$ cat config.mk
export PLATFORM = sky130hd
export DESIGN_NAME = output_weight_update
export DESIGN_NICKNAME = d
export VERILOG_FILES = /design/src/rtl/nn_pkg.sv /design/src/rtl/wu_mac_sat.sv /design/src/rtl/output_weight_update.sv
export SDC_FILE = /design/constraint.sdc
export NUM_CORES = 1
export LEC_CHECK = 0
export ABC_CLOCK_PERIOD_IN_PS = 9040
export BUFFER_PORTS_ARGS = -buffer_cell sky130_fd_sc_hd__buf_2
export CORE_UTILIZATION = 52
export CTS_CLUSTER_SIZE = 20
export DETAILED_ROUTE_END_ITERATION = 10
export PLACE_DENSITY = 0.79
export SKIP_CTS_REPAIR_TIMING = 1
export SYNTH_ARGS = -nofsm -noshare
export SYNTH_HDL_FRONTEND = slang
export SYNTH_HIERARCHICAL = 1
export SYNTH_SLANG_ARGS = --single-unit
$ cat constraint.sdc
create_clock -name clk_i -period 9.04 [get_ports clk_i]
set_input_delay 0 -clock clk_i [delete_from_list [all_inputs] [get_ports clk_i]]
set_output_delay 0 -clock clk_i [all_outputs]
set_load 0.01 [all_outputs]
$ cat src/rtl/nn_pkg.sv
// Shared widths, FSM state and index types
// for the output-layer training datapath.
package nn_pkg;

  localparam int ACT_W    = 10;
  localparam int ERR_W    = 12;
  localparam int WEIGHT_W = 8;
  localparam int N_W      = 8;

  typedef enum logic [1:0] {
    ST_IDLE,
    ST_CALC,
    ST_DONE
  } state_t;

  typedef logic [2:0] idx_t;

endpackage

$ cat src/rtl/wu_mac_sat.sv
// One weight step: w - ((err * x) >>> LR_SHIFT),
// clamped to the signed weight range.
module wu_mac_sat #(
  parameter int ACT_W    = 10,
  parameter int ERR_W    = 12,
  parameter int WEIGHT_W = 8,
  parameter int LR_SHIFT = 6
) (
  input  logic signed [ERR_W-1:0]    err_i,
  input  logic        [ACT_W-1:0]    x_i,
  input  logic signed [WEIGHT_W-1:0] w_i,
  output logic signed [WEIGHT_W-1:0] w_o
);

  localparam int PW   = ERR_W + ACT_W + 1;
  localparam int SW   = PW + 1;
  localparam int MAXI = 2**(WEIGHT_W-1) - 1;
  localparam int MINI = -(2**(WEIGHT_W-1));

  logic signed [PW-1:0] w_prod;
  logic signed [PW-1:0] w_delta;
  logic signed [SW-1:0] w_sum;

  // x is unsigned, so it gets a zero sign bit
  assign w_prod  = PW'(err_i) * PW'($signed({1'b0, x_i}));
  assign w_delta = w_prod >>> LR_SHIFT;
  assign w_sum   = SW'(w_i) - SW'(w_delta);

  always_comb begin
    w_o = w_sum[WEIGHT_W-1:0];
    if (w_sum > SW'(MAXI)) begin
      w_o = WEIGHT_W'(MAXI);
    end else if (w_sum < SW'(MINI)) begin
      w_o = WEIGHT_W'(MINI);
    end
  end

endmodule

$ cat src/rtl/output_weight_update.sv
// Sequential update of the 8 output-layer weights,
// one weight per cycle, with a done pulse.
module output_weight_update #(
  parameter int ACT_W    = nn_pkg::ACT_W,
  parameter int ERR_W    = nn_pkg::ERR_W,
  parameter int WEIGHT_W = nn_pkg::WEIGHT_W,
  parameter int LR_SHIFT = 6,
  parameter int INIT_W   = 1
) (
  input  logic                    clk_i,
  input  logic                    rst_i,
  input  logic                    en_i,
  input  logic                    load_i,
  input  logic [8*WEIGHT_W-1:0]   init_w_i,
  input  logic                    start_i,
  input  logic signed [ERR_W-1:0] err_i,
  input  logic [8*ACT_W-1:0]      x_i,
  output logic [8*WEIGHT_W-1:0]   w_o,
  output logic                    busy_o,
  output logic                    done_o
);

  import nn_pkg::*;

  localparam logic [WEIGHT_W-1:0] W_RST = WEIGHT_W'(INIT_W);

  state_t                      r_state;
  state_t                      w_nxt;
  idx_t                        r_idx;
  logic signed [ERR_W-1:0]     r_err;
  logic [8*ACT_W-1:0]          r_x;
  logic [8*WEIGHT_W-1:0]       r_w;
  logic                        r_busy;
  logic                        r_done;
  logic [ACT_W-1:0]            w_xk;
  logic signed [WEIGHT_W-1:0]  w_wk;
  logic signed [WEIGHT_W-1:0]  w_wnew;

  assign w_xk = r_x[int'(r_idx)*ACT_W +: ACT_W];
  assign w_wk = r_w[int'(r_idx)*WEIGHT_W +: WEIGHT_W];

  wu_mac_sat #(
    .ACT_W    (ACT_W),
    .ERR_W    (ERR_W),
    .WEIGHT_W (WEIGHT_W),
    .LR_SHIFT (LR_SHIFT)
  ) u_mac (
    .err_i (r_err),
    .x_i   (w_xk),
    .w_i   (w_wk),
    .w_o   (w_wnew)
  );

  always_comb begin
    w_nxt = r_state;
    unique case (r_state)
      ST_IDLE: begin
        if (!load_i && start_i) w_nxt = ST_CALC;
      end
      ST_CALC: begin
        if (r_idx == idx_t'(7)) w_nxt = ST_DONE;
      end
      ST_DONE: w_nxt = ST_IDLE;
      default: w_nxt = ST_IDLE;
    endcase
  end

  always_ff @(posedge clk_i) begin
    if (rst_i) begin
      r_state <= ST_IDLE;
      r_idx   <= '0;
      r_err   <= '0;
      r_x     <= '0;
      r_w     <= {8{W_RST}};
      r_busy  <= 1'b0;
      r_done  <= 1'b0;
    end else if (en_i) begin
      r_state <= w_nxt;
      // outputs lag the state by one edge
      r_busy  <= (r_state != ST_IDLE);
      r_done  <= (r_state == ST_DONE);
      if (r_state == ST_IDLE) begin
        if (load_i) begin
          r_w <= init_w_i;
        end else if (start_i) begin
          r_err <= err_i;
          r_x   <= x_i;
          r_idx <= '0;
        end
      end else if (r_state == ST_CALC) begin
        r_w[int'(r_idx)*WEIGHT_W +: WEIGHT_W] <= w_wnew;
        r_idx <= r_idx + idx_t'(1);
      end
    end
  end

  assign w_o    = r_w;
  assign busy_o = r_busy;
  // a pulse held over a disabled stretch appears once en returns
  assign done_o = r_done & en_i;

endmodule

==> qor.yml <==
run_status:
  status: "finished, violations left"
  violations: "negative hold slack"
critical_path:
  cp_max_fo: 9
  regToRegEndpoint: "w_o[52]$_SDFFE_PP0P_"
  r2r_cells: 30
  cp.arrival_ns: 9.26
  end_kind: "register"
  startpoint_type: "register"
  cpPeakStageDelay_ns: 0.62
  cp_common_cell: "fa_1"
  slowest_stage: "dfxtp_1"
  path_class: "register to register"
  r2r-start: "r_idx[2]$_SDFFE_PP0P_"
  r2r_setup_slack_ns: 0.13
  cp_data_required_time_ns: 9.38
run:
  cap_violations: 0
place:
  placed_area_mm2: 0.0147
  routabilityCongestion: 0.934
  io_buffers: 226
  post-dp-hpwl_um: 27900
power_and_ir_drop:
  leakage_nw: 7.61
  power_density_mw_per_mm2: 126
  vdd_drop_max_uv: 130
routing:
  routed_via_density: 6.00
  ant_nets: 0
  drc: 0
  post_drt_wl_per_cell_um: 19.8
  dr.pass1.iters: 8
  drt-total-wl_um: 43900
  drt_iter0_drc: 1572
  num_vias: 13300
timing:
  worstMarginPinSlew_ns: 1.22
  max-slew-margin-rel_pct: 18.1
  post-route-period-util_pct: 98.6
  timing.final.crit_period_ns: 8.91
  finalHoldViolations: 13
  finalSetupTns_ns: 0
  timing.fmax_ghz: 0.112
  hold_slack_ns: -0.0516
  slew_viol_final: 0
  fin_worst_skew_ns: 0.0138
  setup_viol: 0
logic_synthesis:
  syn_area_per_cell_um2: 8.69
  syn-num-nets: 1880
  seq_area_frac_synth_pct: 24.5
  synth-seq-cells: 163
  synth_commonest_cells: "nand2_1 (309), dfxtp_1 (163), inv_1 (153), a21oi_1 (140), fa_1 (113)"
  synth_cell_type_count: 82
  synth_cells: 1532
  ys_warn_count: 6
  synth-main-ff-cell: "dfxtp_1"
  synth_area_leader_cell: "dfxtp_1"
  synth_most_common_cell: "nand2_1"
  ys_top_cells_by_area: "dfxtp_1 (25%), fa_1 (17%), nand2_1 (8.7%), ha_1 (7.0%), mux4_2 (6.1%)"
  netlist_area_mm2: 0.0133
  yosysTopAreaCellShare_pct: 24.5
  synth_edf_count: 0
  async_flop_share_pct: 0
floorplan:
  rows: 58
  dieArea_mm2: 0.0262
  pin_count: 227
  die_h_um: 162
  fp.coreArea_mm2: 0.0252
  die_x_um: 162
  initial_utilization_pct: 52.9
cts:
  clkTransAtPathRegs_ns: 0.08
  cts_htree_levels: 4
  numCtsBuffers: 17
  cts_tree: "yes"
  cts.sinks: 163
  cts_buffer_depth: 2
  cts-root-buf: "clkbuf_16"
  worstSkewPairLatency_ns: 0.44
layout:
  syn_to_final_growth_pct: 27.9
  nets: 2215
  drive_gt1_share_pct: 21.9
  design_area_mm2: 0.0170
global_routing:
  grt_pass1_vias: 11700
  track_usage_pct: 28.4
  antenna_found_initial: 1
  overflow: 0
  grt_pass1_wl_um: 59300
  grt_max_degree: 94
min_path:
  min_to: "w_o[19]$_SDFFE_PP0P_"
  hold_path_class: "input pin to register"
  hp-start: "init_w_i[19]"
  whs_path_depth: 3
## power breakdown
part	switching (mW)	internal, mW
clock	0.364	0.398
sequential	0.0365	0.754
combinational	0.321	0.265
total	0.722	1.42
## flip-flops by register name (all words and copies together) (netlist names)
register,cells
busy_o,1
r_idx,3
r_err,12
r_done,1
r_x,80
w_o,64
r_state,2
## logic make-up (layout without fill, tap and decap cells)
family	count (synthesis)	count (layout)	share of synthesized area [%]
AOI/OAI and AO/OA	353	353	18.1
adders and majority gates	187	187	23.9
and+or+nand+nor	504	504	17.2
muxes	41	41	6.47
xor gates and xnor gates	32	32	2.10
DFF	163	163	24.5
buffers and inverters	252	600	7.62
other	0	3	0
## critical path: cells and delay by family (launching register included)
| kind | cells | cell delay, ns |
|---|---|---|
| adders and majority gates | 7 | 3.32 |
| AOI/OAI and AO/OA | 9 | 2.30 |
| and+or+nand+nor | 6 | 1.18 |
| buffers and inverters | 6 | 0.95 |
| DFF | 1 | 0.62 |
| muxes | 1 | 0.28 |
| xor gates and xnor gates | 1 | 0.16 |
## metrics by stage
step                hold slack [ns]  power (mW)  setup WS, ns  cells  util, %
floorplan                     0.136        1.12         0.188   1532        -
global placement              0.245        1.27         0.193   2021     58.3
detailed placement            0.248        1.28       0.00392   2021     58.3
CTS                          -0.207        2.02       -0.0511   2053     60.8
global route                -0.0156        2.20        -0.140   2212     67.6
finish                      -0.0516        2.14         0.129   2213     67.6
## final cells by class
type | count | area, um^2
diodes | 3 | 7.51
clock buffers | 17 | 425
clock inverters | 15 | 181
fillers | 1779 | 8150
inverters | 154 | 582
multi-input cells | 1117 | 9230
flip-flops and latches | 163 | 3270
well taps | 330 | 413
repair buffers | 414 | 2920
## metal layers
metal	wire length, um	GRT usage [%]
met5	0	0
met3	4080	4.98
met1	16300	38.7
met2	21000	44.9
met4	2470	11.4
## worst max path at each step
stage                          start  slack, ns                    to  depth (start not counted)
2_1_floorplan  r_idx[0]$_SDFFE_PP0P_       0.19  w_o[32]$_SDFFE_PP1P_                         36
3_3_place_gp   r_idx[0]$_SDFFE_PP0P_       0.19  w_o[32]$_SDFFE_PP1P_                         30
3_5_place_dp   r_idx[0]$_SDFFE_PP0P_      0.004  w_o[32]$_SDFFE_PP1P_                         32
4_1_cts        r_idx[0]$_SDFFE_PP0P_      -0.05  w_o[32]$_SDFFE_PP1P_                         32
5_1_grt        r_idx[0]$_SDFFE_PP0P_      -0.14  w_o[56]$_SDFFE_PP1P_                         35
6_report       r_idx[2]$_SDFFE_PP0P_       0.13  w_o[52]$_SDFFE_PP0P_                         30
## layout by cell type (no fill, tap or decap), drive strengths merged, types with 6 or more instances in the layout
cell type,instances
a21o,15
mux4,36
nor2b,6
a21oi,140
fa,113
nand2,309
ha,74
xor2,16
dfxtp,163
and2,74
nor2,49
buf,276
clkbuf,17
nor3,13
nand3,15
a22oi,57
nand2b,11
inv,161
xnor2,16
dlygate4sd3,138
o21ai,24
a211oi,57
o2bb2ai,7
Note: power is estimated with default switching activity, not from simulation.
